[src/rtl/serial_mag_comparator.sv]
// Bit-serial WIDTH-bit magnitude comparator: accepts one A/B bit pair per
// transfer and presents registered GT/EQ/LT with a one-cycle done pulse.
module serial_mag_comparator #(
  parameter int   WIDTH     = 8,
  parameter bit   MSB_FIRST = 1'b1,
  localparam int  CNT_W     = $clog2(WIDTH) + 1
) (
  input  logic             clk,
  input  logic             rst_n,
  input  logic             start,
  input  logic             abort,
  input  logic             bit_valid,
  input  logic             A_bit,
  input  logic             B_bit,
  output logic             bit_ready,
  output logic             busy,
  output logic             done,
  output logic             result_valid,
  output logic             GT,
  output logic             EQ,
  output logic             LT,
  output logic [CNT_W-1:0] bit_count
);

  typedef enum logic {IDLE, SHIFT} state_t;

  state_t state;
  logic   gt, lt;
  logic   nxt_gt, nxt_lt;
  logic   transfer;
  logic   last_bit;

  assign transfer = bit_valid && bit_ready;
  assign last_bit = (bit_count == CNT_W'(WIDTH - 1));

  // Flag update for the bit pair on the inputs this cycle.
  always_comb begin
    // NOTE: defaults first so every path assigns both flags and no latch is inferred.
    nxt_gt = gt;
    nxt_lt = lt;
    if (MSB_FIRST) begin
      // First differing bit is the most significant one, so it locks the result.
      if (!gt && !lt) begin
        if (A_bit && !B_bit)      nxt_gt = 1'b1;
        else if (!A_bit && B_bit) nxt_lt = 1'b1;
      end
    end else begin
      // Each later differing bit outweighs everything seen before it.
      if (A_bit && !B_bit) begin
        nxt_gt = 1'b1;
        nxt_lt = 1'b0;
      end else if (!A_bit && B_bit) begin
        nxt_gt = 1'b0;
        nxt_lt = 1'b1;
      end
    end
  end

  // NOTE: all state uses non-blocking assignments so every register samples pre-edge values.
  always_ff @(posedge clk or negedge rst_n) begin
    if (!rst_n) begin
      state        <= IDLE;
      bit_ready    <= 1'b0;
      busy         <= 1'b0;
      done         <= 1'b0;
      result_valid <= 1'b0;
      GT           <= 1'b0;
      EQ           <= 1'b0;
      LT           <= 1'b0;
      bit_count    <= '0;
      gt           <= 1'b0;
      lt           <= 1'b0;
    end else begin
      done <= 1'b0;
      case (state)
        IDLE: begin
          if (start) begin
            state        <= SHIFT;
            busy         <= 1'b1;
            bit_ready    <= 1'b1;
            bit_count    <= '0;
            gt           <= 1'b0;
            lt           <= 1'b0;
            result_valid <= 1'b0;
            GT           <= 1'b0;
            EQ           <= 1'b0;
            LT           <= 1'b0;
          end
        end
        SHIFT: begin
          // Abort wins even over the final transfer; the bit pair is dropped.
          if (abort) begin
            state        <= IDLE;
            busy         <= 1'b0;
            bit_ready    <= 1'b0;
            result_valid <= 1'b0;
            GT           <= 1'b0;
            EQ           <= 1'b0;
            LT           <= 1'b0;
            bit_count    <= '0;
          end else if (transfer) begin
            gt        <= nxt_gt;
            lt        <= nxt_lt;
            bit_count <= bit_count + CNT_W'(1);
            if (last_bit) begin
              state        <= IDLE;
              busy         <= 1'b0;
              bit_ready    <= 1'b0;
              done         <= 1'b1;
              result_valid <= 1'b1;
              GT           <= nxt_gt;
              LT           <= nxt_lt;
              EQ           <= ~(nxt_gt | nxt_lt);
            end
          end
        end
        default: state <= IDLE;
      endcase
    end
  end

endmodule

[config.mk]
export PLATFORM = sky130hd
export DESIGN_NAME = serial_mag_comparator
export DESIGN_NICKNAME = d
export VERILOG_FILES = /design/src/rtl/serial_mag_comparator.sv
export SDC_FILE = /design/constraint.sdc
export NUM_CORES = 1
export LEC_CHECK = 0
export BUFFER_PORTS_ARGS = -buffer_cell sky130_fd_sc_hd__buf_4
export CORE_AREA = 2 2 39 41
export CTS_CLUSTER_DIAMETER = 40
export DETAILED_ROUTE_END_ITERATION = 6
export DIE_AREA = 0 0 41 43
export GPL_TIMING_DRIVEN = 0
export PLACE_DENSITY = 0.81
export REMOVE_ABC_BUFFERS = 1
export SYNTH_ARGS = -nofsm -noshare
export SYNTH_HDL_FRONTEND = slang
export SYNTH_SLANG_ARGS = --single-unit
[constraint.sdc]
create_clock -name clk -period 3.4 [get_ports clk]
set_input_delay 0.17 -clock clk [delete_from_list [all_inputs] [get_ports clk]]
set_output_delay 0.17 -clock clk [all_outputs]
set_load 0.005 [all_outputs]
Yosys cells after proc, flatten, opt, wreduce, memory -nomap -nowiden
Index checks and enable logic that the tools add are counted.

word-level totals
  logic and storage cells = 77
  register bits after elaboration = 13
  input port bits = 7
  output and inout bits = 11

operators by class
  eq/ne operators = 6
  bitwise gates (word level) = 3
  reduce and logical (&&, ||, !) cells = 11
  $add $sub $neg = 1
  multiplexer cells = 46

operators with widths
  kind                   count
  $mux W1                34
  $pmux W1 S2            8
  $mux W4                3
  $pmux W4 S2            1
  $ne A3 B2 Y1 const B   2
  $reduce_and A3 Y1      2
  $add A4 B1 Y4 const B  1
  $eq A4 B3 Y1 const B   1
  $logic_and A1 B1 Y1    4
  $logic_not A1 Y1       4
  $ne A2 B2 Y1 const B   2
  $ne A2 B1 Y1 const B   1
  $not A1 Y1             2
  $reduce_and A2 Y1      1
  $or A1 B1 Y1           1

Longest topological paths before layout
  depth in word-level cells = 11
  mapped depth = 4

Worst setup path after synthesis
No wires, ideal clock.

  path type = register to register
  start point = register bit_count[1]
  end point = register GT
  period minus slack after synthesis = 1.359 ns
  setup slack = 2.041 ns
  buffers on the path = 0
  data required time = 3.279 ns
  arrival time = 1.238 ns
  cell stages (with the launch flop) = 5
  setup time = 0.121 ns
  cell sequence = dfrtp_1 > ha_1 > nand3b_4 > o31a_1 > a22o_1

between the ends
  cells in the longest elaborated chain, start to end = 3

ends and longest elaborated chain
  item                                RTL line  text
  start: declaration                  22        output logic [CNT_W-1:0] bit_count
  start signal: assignment            104       bit_count <= bit_count + CNT_W'(1);
  $eq A4 B3 Y1                        34        assign last_bit = (bit_count == CNT_W'(WIDTH - 1));
  $ne A3 B2 Y1 (no source line)       -
  $reduce_and A3 Y1 (no source line)  -
  end signal: assignment              111       GT <= nxt_gt;
  end: declaration                    19        output logic GT,

No other way between the ends.
A chain may end at the register's enable or synchronous reset.

Worst setup path in the final report
  start point = register bit_count[0]
  end point = register GT

The elaborated chain is that of the path after synthesis.

==> flow_results.xml <==
<?xml version="1.0" encoding="UTF-8"?>
<metrics>
  <group name="synth">
    <metric name="synth.lib_cells_used.distinct" unit="">30</metric>
    <metric name="synth_seq_area_share" unit="">0.4981</metric>
    <metric name="synth.top_cell.area_share" unit="">0.4981</metric>
    <metric name="synthesis.area" unit="µm²">653.1</metric>
    <metric name="mean_instance_size_in_the_synthesized_netlist" unit="µm²">11.46</metric>
    <metric name="synth-warning-count" unit="">0</metric>
    <metric name="synth_top_cell_by_area" unit="">dfrtp_1</metric>
    <metric name="synth_cells" unit="">57</metric>
    <metric name="synthTopCellsByArea" unit="">dfrtp_1 50%, a22o_1 6.7%, nor3b_1 3.4%, mux2i_1 3.1%, nand3b_4 3.1%</metric>
    <metric name="postSynthRegisterBits" unit="">13</metric>
  </group>
  <group name="timing">
    <metric name="final_report_hold_violation_count" unit="">0</metric>
    <metric name="min_clock_period_post_route" unit="ps">1438</metric>
    <metric name="finalSetupViolations" unit="">0</metric>
    <metric name="fmax" unit="MHz">695.4</metric>
    <metric name="final.period_utilization" unit="">0.4230</metric>
    <metric name="max_slew.worst_pin.slew" unit="ps">367.3</metric>
    <metric name="final_max_slew_viol_count" unit="">0</metric>
    <metric name="skew" unit="ps">7.445</metric>
    <metric name="tns_setup" unit="ps">0</metric>
    <metric name="rsz0062_at_grt" unit="">false</metric>
    <metric name="slew_margin_rel" unit="">0.7551</metric>
  </group>
  <group name="power">
    <metric name="power.share.switching" unit="">0.2739</metric>
    <metric name="power_frac_clock" unit="">0.278</metric>
    <metric name="internal_power" unit="mW">0.2400</metric>
    <metric name="power.leakage" unit="nW">0.4472</metric>
    <metric name="max-vdd-ir-drop" unit="µV">197.6</metric>
    <metric name="pwr-share-comb" unit="">0.192</metric>
    <metric name="switchingPower" unit="mW">0.09051</metric>
    <metric name="share_seq_of_total_power" unit="">0.530</metric>
    <metric name="total_power_divided_by_cell_area" unit="mW/mm²">403.9</metric>
  </group>
  <group name="worst_hold_path">
    <metric name="worst_hold_path_type" unit="">in2reg</metric>
  </group>
  <group name="critical_path">
    <metric name="cp_top_family" unit="">compound AO/OA/AOI/OAI gates</metric>
    <metric name="path_class" unit="">reg2reg</metric>
    <metric name="setup.worst_path.end_class" unit="">flip-flop</metric>
    <metric name="crit_arrival" unit="ps">1600</metric>
    <metric name="cp_slowest_cell" unit="">dfrtp_1</metric>
    <metric name="startpoint_type" unit="">flip-flop</metric>
    <metric name="worstPathMaxFanout" unit="">4</metric>
    <metric name="required" unit="ps">3560</metric>
    <metric name="crit_chain" unit="">ha_1 -&gt; nand3b_4 -&gt; o31a_1 -&gt; a22o_1</metric>
    <metric name="timing.critical_path.slowest_cell_delay" unit="ps">410</metric>
    <metric name="cp_num_buf_inv" unit="">0</metric>
  </group>
  <group name="place">
    <metric name="gp_routability_congestion" unit="">0.6600</metric>
    <metric name="post-dp-hpwl" unit="µm">955.1</metric>
    <metric name="numPlacedInstances" unit="">88</metric>
    <metric name="placement.io_buffers" unit="">17</metric>
  </group>
  <group name="clock_network">
    <metric name="cts-resized-gates" unit="">0</metric>
    <metric name="holdBufCountCts" unit="">1</metric>
    <metric name="tritoncts.num_buffers" unit="">3</metric>
    <metric name="ctsRootBufferMaster" unit="">clkbuf_4</metric>
    <metric name="clock_sink_count" unit="">13</metric>
    <metric name="cts-htree-levels" unit="">1</metric>
    <metric name="cts.repair_timing.setup_buffer_count" unit="">0</metric>
    <metric name="clock_insertion_delay_worst_skew" unit="ps">270</metric>
    <metric name="tritoncts_clock_tree" unit="">yes</metric>
    <metric name="clock_tree.buffer_depth" unit="">2</metric>
    <metric name="clk_transition_reported_paths" unit="ps">80</metric>
  </group>
  <group name="routing">
    <metric name="drt-total-wl" unit="mm">1.242</metric>
    <metric name="drc_errors" unit="">0</metric>
    <metric name="wl_per_cell" unit="µm">13.35</metric>
    <metric name="route.vias.total" unit="">509</metric>
    <metric name="drt_pre_antenna_iters" unit="">3</metric>
    <metric name="routed_antenna_nets" unit="">0</metric>
    <metric name="vias_per_cell" unit="">5.473</metric>
    <metric name="detail_route.iter0.violations" unit="">3</metric>
  </group>
  <group name="floorplan">
    <metric name="floorplan.core_area" unit="mm²">0.001384</metric>
    <metric name="row_count" unit="">14</metric>
    <metric name="fp.dieW" unit="µm">41</metric>
    <metric name="initial_core_util" unit="">0.4720</metric>
    <metric name="io-pin-count" unit="">18</metric>
    <metric name="die-area" unit="mm²">0.001763</metric>
    <metric name="die_height" unit="µm">43</metric>
  </group>
  <group name="run">
    <metric name="max-cap-violations" unit="">0</metric>
  </group>
  <group name="global_routing">
    <metric name="grt_antenna_before_repair" unit="">0</metric>
    <metric name="grt_max_degree" unit="">14</metric>
    <metric name="grt-ovfl-total" unit="">0</metric>
    <metric name="grt_pass1_wl" unit="mm">2.014</metric>
    <metric name="grt_pass1_vias" unit="">478</metric>
    <metric name="global_route.usage.total" unit="">0.1692</metric>
  </group>
  <group name="layout">
    <metric name="antenna-diode-count" unit="">0</metric>
    <metric name="syn2layout_area_growth" unit="%">25.29</metric>
    <metric name="final_nets" unit="">86</metric>
    <metric name="post_route_cells_drive_above_1_share" unit="">0.2987</metric>
    <metric name="layout.cells.non_filler" unit="">93</metric>
  </group>
  <group name="run_status">
    <metric name="outcome" unit="">finished, final reports clean</metric>
  </group>
</metrics>
power by group through the flow:
stage                     sequential, mW  clock (mW)  combinational, mW
final                              0.175      0.0918             0.0634
after floorplan                    0.176           0             0.0351
after global routing               0.177       0.103             0.0707
after global placement             0.178           0             0.0618
after CTS                          0.175      0.0933             0.0638
after detailed placement           0.178           0             0.0630
logic make-up (layout without fill, tap and decap cells):
logic type	Yosys count	in the layout	synth area share
buf+inv	4	24	0.04024
fa+ha+maj	1	1	0.01915
simple gates	19	19	0.2011
flops	13	13	0.4981
xor+xnor	2	2	0.02682
compound gates	16	16	0.1839
mux	2	2	0.03065
layout make-up:
type,count,area [µm²]
Clock buffer,4,26.28
Tap cell,16,20.02
Multi-Input combinational cell,40,301.5
Timing Repair Buffer,18,137.6
Inverter,2,7.507
Sequential cell,13,325.3
Fill cell,122,565.5
registers in the layout, summed over array words and instances (netlist names):
signal and flops:
result_valid 1, bit_count 4, gt 1, done 1, lt 1, EQ 1
GT 1, state 1, LT 1, busy 1
synthesized netlist by cell type:
cell      number
dfrtp_1       13
a22o_1         5
nor2_1         4
nor3b_1        3
o21ai_1        3
inv_1          2
mux2i_1        2
nand2b_1       2
or2_1          2
a21o_1         1
and3_1         1
buf_4          1
buf_6          1
ha_1           1
nand2_1        1
nand2_2        1
nand3_1        1
nand3b_4       1
nor2b_1        1
nor3_1         1
nor3_4         1
o21a_1         1
o21ai_0        1
o22ai_1        1
o311ai_1       1
o31a_1         1
o32ai_1        1
o41ai_1        1
xnor2_1        1
xor2_1         1
cells in the final DEF, fill, tap and decap left out, types with 2 or more instances in the layout:
cell and count:
nand2b_1 2, or2_1 2, o21ai_1 3, dfrtp_1 13, nor2_1 4, buf_4 17
mux2i_1 2, a22o_1 5, nor3b_1 3, clkbuf_4 3, inv_1 2
worst paths after layout:
path | startpoint | end | slack [ps] | depth (start not counted)
worst max register to register | bit_count[0] | GT | 1960 | 4
worst min register to register | result_valid | result_valid | 500 | 1
worst min-delay path | start | bit_count[0] | 120 | 2
min in group asynchronous | rst_n | EQ | 280 | 2
worst max-delay path | bit_count[0] | GT | 1960 | 4
max in group asynchronous | rst_n | done | 2960 | 2
metal layers:
metal | track usage | vias to the layer above | wire length, µm
met5 | 0 | - | 0
met4 | 0.04000 | 0 | 0
met3 | 0.04712 | 0 | 80
met2 | 0.2531 | 18 | 557
met1 | 0.2379 | 242 | 605
li1 | - | 249 | -
stage by stage:
step | instance area (µm²) | setup slack (ps) | util | power [mW] | hold WS, ps
finish | 818.3 | 1962 | 0.5913 | 0.3305 | 122.2
global route | 818.3 | 1897 | 0.5913 | 0.3508 | 133.8
CTS | 818.3 | 1953 | 0.5913 | 0.3326 | 121.3
detailed placement | 782.0 | 1954 | 0.5651 | 0.2412 | 23.67
global placement | 782.0 | 1978 | 0.5651 | 0.2394 | 21.33
floorplan | 634.4 | 2041 | - | 0.2115 | -125.6
No activity file was read; power rests on OpenSTA's default activity.
